<file path="config.mk">
export PLATFORM = sky130hd
export DESIGN_NAME = axi4lite_sba_master
export DESIGN_NICKNAME = d
export VERILOG_FILES = /design/src/rtl/axi4lite_pkg.sv /design/src/rtl/axi4lite_lane_align.sv /design/src/rtl/axi4lite_sba_master.sv
export SDC_FILE = /design/constraint.sdc
export NUM_CORES = 1
export LEC_CHECK = 0
export ABC_AREA = 1
export BUFFER_PORTS_ARGS = -buffer_cell sky130_fd_sc_hd__buf_2
export CAP_MARGIN = 30
export CORE_MARGIN = 5
export CORE_UTILIZATION = 43
export DETAILED_ROUTE_END_ITERATION = 6
export GPL_TIMING_DRIVEN = 0
export PLACE_DENSITY = 0.76
export SLEW_MARGIN = 20
export SYNTH_ARGS = -nofsm -noshare
export SYNTH_HDL_FRONTEND = slang
export SYNTH_SLANG_ARGS = --single-unit
</file>
<file path="constraint.sdc">
create_clock -name aclk -period 1.5 [get_ports aclk]
set_input_delay 0.45 -clock aclk [delete_from_list [all_inputs] [get_ports aclk]]
set_output_delay 0.45 -clock aclk [all_outputs]
set_load 0.01 [all_outputs]
</file>
<file path="src/rtl/axi4lite_pkg.sv">
// Shared AXI4-Lite agent definitions: access sizes, response codes and master FSM states.
package axi4lite_pkg;

  typedef enum logic [1:0] {
    SZ_BYTE = 2'd0,
    SZ_HALF = 2'd1,
    SZ_WORD = 2'd2,
    SZ_ILL  = 2'd3
  } size_e;

  localparam logic [1:0] ERR_OK    = 2'd0;
  localparam logic [1:0] ERR_ALIGN = 2'd2;
  localparam logic [1:0] ERR_BUS   = 2'd3;

  localparam logic [1:0] RESP_OKAY   = 2'b00;
  localparam logic [1:0] RESP_EXOKAY = 2'b01;
  localparam logic [1:0] RESP_SLVERR = 2'b10;
  localparam logic [1:0] RESP_DECERR = 2'b11;

  typedef enum logic [2:0] {
    ST_IDLE  = 3'd0,
    ST_WADDR = 3'd1,
    ST_WRESP = 3'd2,
    ST_RADDR = 3'd3,
    ST_RDATA = 3'd4,
    ST_RESP  = 3'd5
  } state_e;

  // Size 3 is never legal; half/word must sit on their natural boundary.
  function automatic logic misaligned(input logic [1:0] size, input logic [1:0] lo);
    logic bad;
    bad = 1'b0;
    case (size_e'(size))
      SZ_BYTE: bad = 1'b0;
      SZ_HALF: bad = lo[0];
      SZ_WORD: bad = (lo != 2'b00);
      default: bad = 1'b1;
    endcase
    return bad;
  endfunction

endpackage

</file>
<file path="src/rtl/axi4lite_lane_align.sv">
// Byte-lane steering for a 32-bit AXI4-Lite agent: write replication/strobes and
// read extraction, right-justified and zero-extended.
module axi4lite_lane_align
  import axi4lite_pkg::*;
(
  input  logic [1:0]  size,
  input  logic [1:0]  addr_lo,
  input  logic [31:0] wdata_in,
  output logic [31:0] wdata,
  output logic [3:0]  wstrb,
  input  logic [31:0] rdata_in,
  output logic [31:0] rdata
);

  logic [31:0] shifted;

  always_comb begin
    shifted = rdata_in >> {addr_lo, 3'b000};
    wdata   = wdata_in;
    wstrb   = 4'hF;
    rdata   = shifted;
    case (size_e'(size))
      SZ_BYTE: begin
        wdata = {4{wdata_in[7:0]}};
        wstrb = 4'b0001 << addr_lo;
        rdata = {24'd0, shifted[7:0]};
      end
      SZ_HALF: begin
        wdata = {2{wdata_in[15:0]}};
        wstrb = 4'b0011 << {addr_lo[1], 1'b0};
        rdata = {16'd0, shifted[15:0]};
      end
      default: ;
    endcase
  end

endmodule

</file>
<file path="src/rtl/axi4lite_sba_master.sv">
// Single-outstanding AXI4-Lite initiator for system-bus access: one command in,
// one AXI4-Lite transaction out, one lane-aligned result back.
module axi4lite_sba_master
  import axi4lite_pkg::*;
#(
  parameter int unsigned ADDR_W = 32,
  parameter logic [2:0]  PROT   = 3'b000,
  parameter logic [3:0]  CACHE  = 4'b0000
) (
  input  logic              aclk,
  input  logic              aresetn,
  input  logic              cmd_valid,
  output logic              cmd_ready,
  input  logic              cmd_write,
  input  logic [1:0]        cmd_size,
  input  logic [ADDR_W-1:0] cmd_addr,
  input  logic [31:0]       cmd_wdata,
  output logic              rsp_valid,
  input  logic              rsp_ready,
  output logic [31:0]       rsp_rdata,
  output logic [1:0]        rsp_err,
  output logic              awvalid,
  input  logic              awready,
  output logic [ADDR_W-1:0] awaddr,
  output logic [2:0]        awprot,
  output logic [3:0]        awcache,
  output logic              wvalid,
  input  logic              wready,
  output logic [31:0]       wdata,
  output logic [3:0]        wstrb,
  input  logic              bvalid,
  output logic              bready,
  input  logic [1:0]        bresp,
  output logic              arvalid,
  input  logic              arready,
  output logic [ADDR_W-1:0] araddr,
  output logic [2:0]        arprot,
  output logic [3:0]        arcache,
  input  logic              rvalid,
  output logic              rready,
  input  logic [1:0]        rresp,
  input  logic [31:0]       rdata
);

  state_e            state;
  logic [1:0]        size_q;
  logic [1:0]        lo_q;
  logic              aw_done;
  logic              w_done;
  logic [1:0]        al_size;
  logic [1:0]        al_lo;
  logic [31:0]       al_wdata;
  logic [3:0]        al_wstrb;
  logic [31:0]       al_rdata;
  logic [ADDR_W-1:0] addr_aligned;

  assign addr_aligned = {cmd_addr[ADDR_W-1:2], 2'b00};

  // The aligner sees the live command while idle and the latched one afterwards.
  assign al_size = (state == ST_IDLE) ? cmd_size      : size_q;
  assign al_lo   = (state == ST_IDLE) ? cmd_addr[1:0] : lo_q;

  axi4lite_lane_align u_align (
    .size     (al_size),
    .addr_lo  (al_lo),
    .wdata_in (cmd_wdata),
    .wdata    (al_wdata),
    .wstrb    (al_wstrb),
    .rdata_in (rdata),
    .rdata    (al_rdata)
  );

  assign cmd_ready = (state == ST_IDLE);
  assign rsp_valid = (state == ST_RESP);
  assign bready    = (state == ST_WRESP);
  assign arvalid   = (state == ST_RADDR);
  assign rready    = (state == ST_RDATA);
  assign awprot    = PROT;
  assign arprot    = PROT;
  assign awcache   = CACHE;
  assign arcache   = CACHE;

  always_ff @(posedge aclk) begin
    if (!aresetn) begin
      state     <= ST_IDLE;
      size_q    <= 2'd0;
      lo_q      <= 2'd0;
      aw_done   <= 1'b0;
      w_done    <= 1'b0;
      awvalid   <= 1'b0;
      wvalid    <= 1'b0;
      awaddr    <= '0;
      araddr    <= '0;
      wdata     <= '0;
      wstrb     <= '0;
      rsp_rdata <= '0;
      rsp_err   <= ERR_OK;
    end else begin
      case (state)
        ST_IDLE: begin
          if (cmd_valid) begin
            size_q    <= cmd_size;
            lo_q      <= cmd_addr[1:0];
            rsp_rdata <= '0;
            rsp_err   <= ERR_OK;
            if (misaligned(cmd_size, cmd_addr[1:0])) begin
              rsp_err <= ERR_ALIGN;
              state   <= ST_RESP;
            end else if (cmd_write) begin
              awaddr  <= addr_aligned;
              wdata   <= al_wdata;
              wstrb   <= al_wstrb;
              awvalid <= 1'b1;
              wvalid  <= 1'b1;
              aw_done <= 1'b0;
              w_done  <= 1'b0;
              state   <= ST_WADDR;
            end else begin
              araddr <= addr_aligned;
              state  <= ST_RADDR;
            end
          end
        end
        // AW and W complete independently; move on once both flags are set.
        ST_WADDR: begin
          if (awvalid && awready) begin
            awvalid <= 1'b0;
            aw_done <= 1'b1;
          end
          if (wvalid && wready) begin
            wvalid <= 1'b0;
            w_done <= 1'b1;
          end
          if (aw_done && w_done) state <= ST_WRESP;
        end
        ST_WRESP: begin
          if (bvalid) begin
            rsp_err <= (bresp != RESP_OKAY) ? ERR_BUS : ERR_OK;
            state   <= ST_RESP;
          end
        end
        ST_RADDR: begin
          if (arready) state <= ST_RDATA;
        end
        ST_RDATA: begin
          if (rvalid) begin
            rsp_rdata <= al_rdata;
            rsp_err   <= (rresp != RESP_OKAY) ? ERR_BUS : ERR_OK;
            state     <= ST_RESP;
          end
        end
        ST_RESP: begin
          if (rsp_ready) state <= ST_IDLE;
        end
        default: state <= ST_IDLE;
      endcase
    end
  end

endmodule

</file>
==> impl_results.md <==
* Worst rel slew slack at 51.77%
* GR Util All Layers at 25.47%
* HP Start: cmd_addr[9]
* Hold/Removal Path Class: in2reg
* DP HPWL at 15,880 um
* Worst flop-to-flop path endpoint: rsp_rdata[24]$_SDFFE_PN0P_
* Startpoint class of the critical path: register
* Crit. End Element: register
* Clock Sinks at 141
* Row cnt at 43
* Dpl ws at -650.9 ps
* First drt pass iteration count at 6
* GPL Wtd Cong at 0.8941
* Clk slew on worst S/H paths at 60 ps
* DR WL/cell at 16.24 um
* Post-Synth Simple-Gate Area at 28.11%
* Hold EP: awaddr[9]$_SDFFE_PN0P_
* CTS tree: built
* Initial antenna violation count at 2
* Worst-margin pin slew at 723.4 ps
* Final Setup Violations at 137
* First-pass GRT wire length at 33,850 um
* Post-synthesis sequential area ratio at 45.69%
* Ys Warns at 0
* Max-slew violation count at 0
* Fin nets at 1,339
* Die height at 129.9 um
* WL final at 23,060 um
* CTS root buffer: clkbuf_16
* Biggest area consumer among synthesized cells: dfxtp_1
* Die W at 129.9 um
* Mapped Cells at 898
* Crit Path Category: reg2reg
* Number of max-cap violations at 0
* Leakage Power at 4.873 nW
* Minimum clock period after layout at 1794 ps
* Worst IR Drop VDD at 943.1 uV
* Io pins at 267
* Unrepaired setup endpoints after global routing: yes
* Vias at 7,261
* Vias/cell at 5.113
* Post-synth cell types at 25
* Worst r2r src: state[2]$_SDFFE_PN0P_
* Placed instance area at 0.007752 mm^2
* CP arrival at 2140 ps
* Tcrit/Tclk final at 119.6%
* Die area at 0.01687 mm^2
* Hold path cells at 3
* WP data required at 1850 ps
* Final Cell Area at 0.009572 mm^2
* Antenna Violating Nets Remaining at 0
* Layout cells sized above 1 at 40.63%
* Outcome: complete, but fails checks
* R2R cell count at 10
* Area Growth Syn to Fin at 54.92%
* Pwr dens at 1637 mW/mm^2
* DRC viols at 0
* GR Overflow Total at 0
* DR iter-0 viols at 651
* Multiplexer area fraction after synthesis at 0%
* Final worst setup slack at -294.3 ps
* Fillcell total at 1,168
* #FFs+latches synth at 141
* Fmax at 557.3 MHz
* Syn Area/Cell at 6.880 um^2
* Complex-gate fraction of the synthesized area at 15.45%
* Post-CTS Hold Buffers at 0
* Worst-Skew Late Latency at 420 ps
* Core Area at 0.01399 mm^2
* Cts bufs inserted at 17
* Starting Density at 44.17%
* Maximum number of pins on one net before global-route repair at 17
* Final setup TNS at -21,120 ps
* Yosys top cell area share at 45.69%
* Final clock skew at 6.351 ps
* Buffers added on ports at 248
* Vias in the first global route at 6,752
* Largest family of logic cells by synthesized area: simple AND/OR/NAND/NOR gates
* Final Hold Viols at 0
* H-tree Lvls at 4
* Failing checks: setup timing
* Bufs on Longest Clock Path at 2
* Post-synthesis xor/xnor area fraction at 0%
* Post-synthesis cell area at 0.006178 mm^2
* CP max FO at 6
* Reg2reg setup slack at -290 ps
* Post-synthesis adder-cell area fraction at 0%
* Synth top area cells: dfxtp_1 46%, nor2_1 11%, nand2_1 10%, o21ai_0 9.2%, nand3_1 4.7%
## report_power, final
| group | total, mW | switching, mW | leakage [nW] | internal [mW] |
|---|---|---|---|---|
| Clock | 3.95 | 1.56 | 0.258 | 2.39 |
| Sequential | 4.48 | 0.263 | 1.15 | 4.21 |
| Combinational | 7.24 | 4.34 | 3.47 | 2.89 |
## final cells by class
type / instances / area (um^2) / share of cell area [%]
Clock inverter: 6 / 62.56 / 0.6536
Multi-Input combinational cell: 627 / 3283 / 34.30
Clock buffer: 24 / 481.7 / 5.033
Antenna cell: 2 / 5.005 / 0.05229
Inverter: 80 / 324.1 / 3.386
Sequential cell: 141 / 2834 / 29.61
Timing Repair Buffer: 293 / 1777 / 18.56
Tap cell: 180 / 225.2 / 2.353
Buffer: 67 / 579.3 / 6.052
## stage by stage
stage,power [mW],util (%),hold WS [ps],instances
global route,16.47,68.43,268.4,1420
floorplan,7.647,-,429.7,915
global placement,9.149,55.42,442.6,1343
CTS,14.84,65.19,258.6,1408
finish,15.66,68.43,265.7,1420
detailed placement,9.199,55.42,445.2,1343
## Yosys cell counts
master / n
a211oi_1: 9
a21oi_1: 55
buf_1: 1
buf_2: 15
buf_4: 24
clkbuf_1: 27
conb_1: 1
dfxtp_1: 141
inv_1: 76
inv_2: 4
nand2_1: 168
nand2_4: 1
nand3_1: 58
nand3b_1: 2
nand4_1: 4
nor2_1: 186
nor2_4: 2
nor3_1: 1
nor3_4: 2
o211a_1: 1
o21a_1: 1
o21ai_0: 113
o21ai_1: 4
o21ai_2: 1
or2_2: 1
## worst max path at each step
stage                                startpoint                         end  slack (ps)  cells after the start
after floorplan           state[2]$_SDFFE_PN0P_     araddr[10]$_SDFFE_PN0P_         -60                      9
after global placement              cmd_size[1]     araddr[13]$_SDFFE_PN0P_        -630                     10
after detailed placement            cmd_size[1]     araddr[13]$_SDFFE_PN0P_        -650                     10
after CTS                 state[0]$_SDFFE_PN0P_      wdata[24]$_SDFFE_PN0P_        -260                     10
after global routing      state[2]$_SDFFE_PN0P_  rsp_rdata[27]$_SDFFE_PN0P_        -360                     10
final                     state[2]$_SDFFE_PN0P_  rsp_rdata[24]$_SDFFE_PN0P_        -290                     10
## kinds of logic (layout without fill, tap and decap cells)
kind of cell           after synthesis  after routing
flip-flops                         141            141
other                                1             20
AO/OA/AOI/OAI                      184            184
AND/OR/NAND/NOR                    425            425
buffers and inverters              147            470
## worst max-delay path: stages, from the launching register on
cell,delay [ps]
dfxtp_4,360
nor2_4,180
nand2_4,120
buf_6,140
nand2_4,50
nand2_4,60
buf_6,130
nor3_4,260
buf_6,190
nand3_1,90
a21oi_1,130
## timing repair
| item | CTS | global route |
|---|---|---|
| resized for setup | 169 | 110 |
| endpoints found under the setup margin | 137 | 141 |
| endpoints found under the hold margin | 0 | 0 |
| pin swaps | 27 | 44 |
| setup buffers | 25 | 6 |
| gates cloned | 10 | 4 |
## sequential cells by signal, indices dropped and copies added (netlist names)
name,cells
aw_done,1
lo_q,2
wdata,32
w_done,1
araddr,30
size_q,2
wstrb,4
rsp_rdata,32
state,3
awaddr,30
awvalid,1
rsp_err,2
wvalid,1
## metal layers
layer	track usage, %	wire length [um]
met2	43.52	11250
met3	8.923	2214
met5	0	0
met1	29.98	9037
met4	8.252	560
## cells in the final DEF, fill, tap and decap left out, drive strengths merged, types with 18 or more instances in the layout
cell type,count
conb,18
dfxtp,141
o21ai,118
a21oi,55
nand3,58
nand2,169
nor2,188
clkbuf,50
inv,79
buf,334
(Power assumes the default switching activity.)
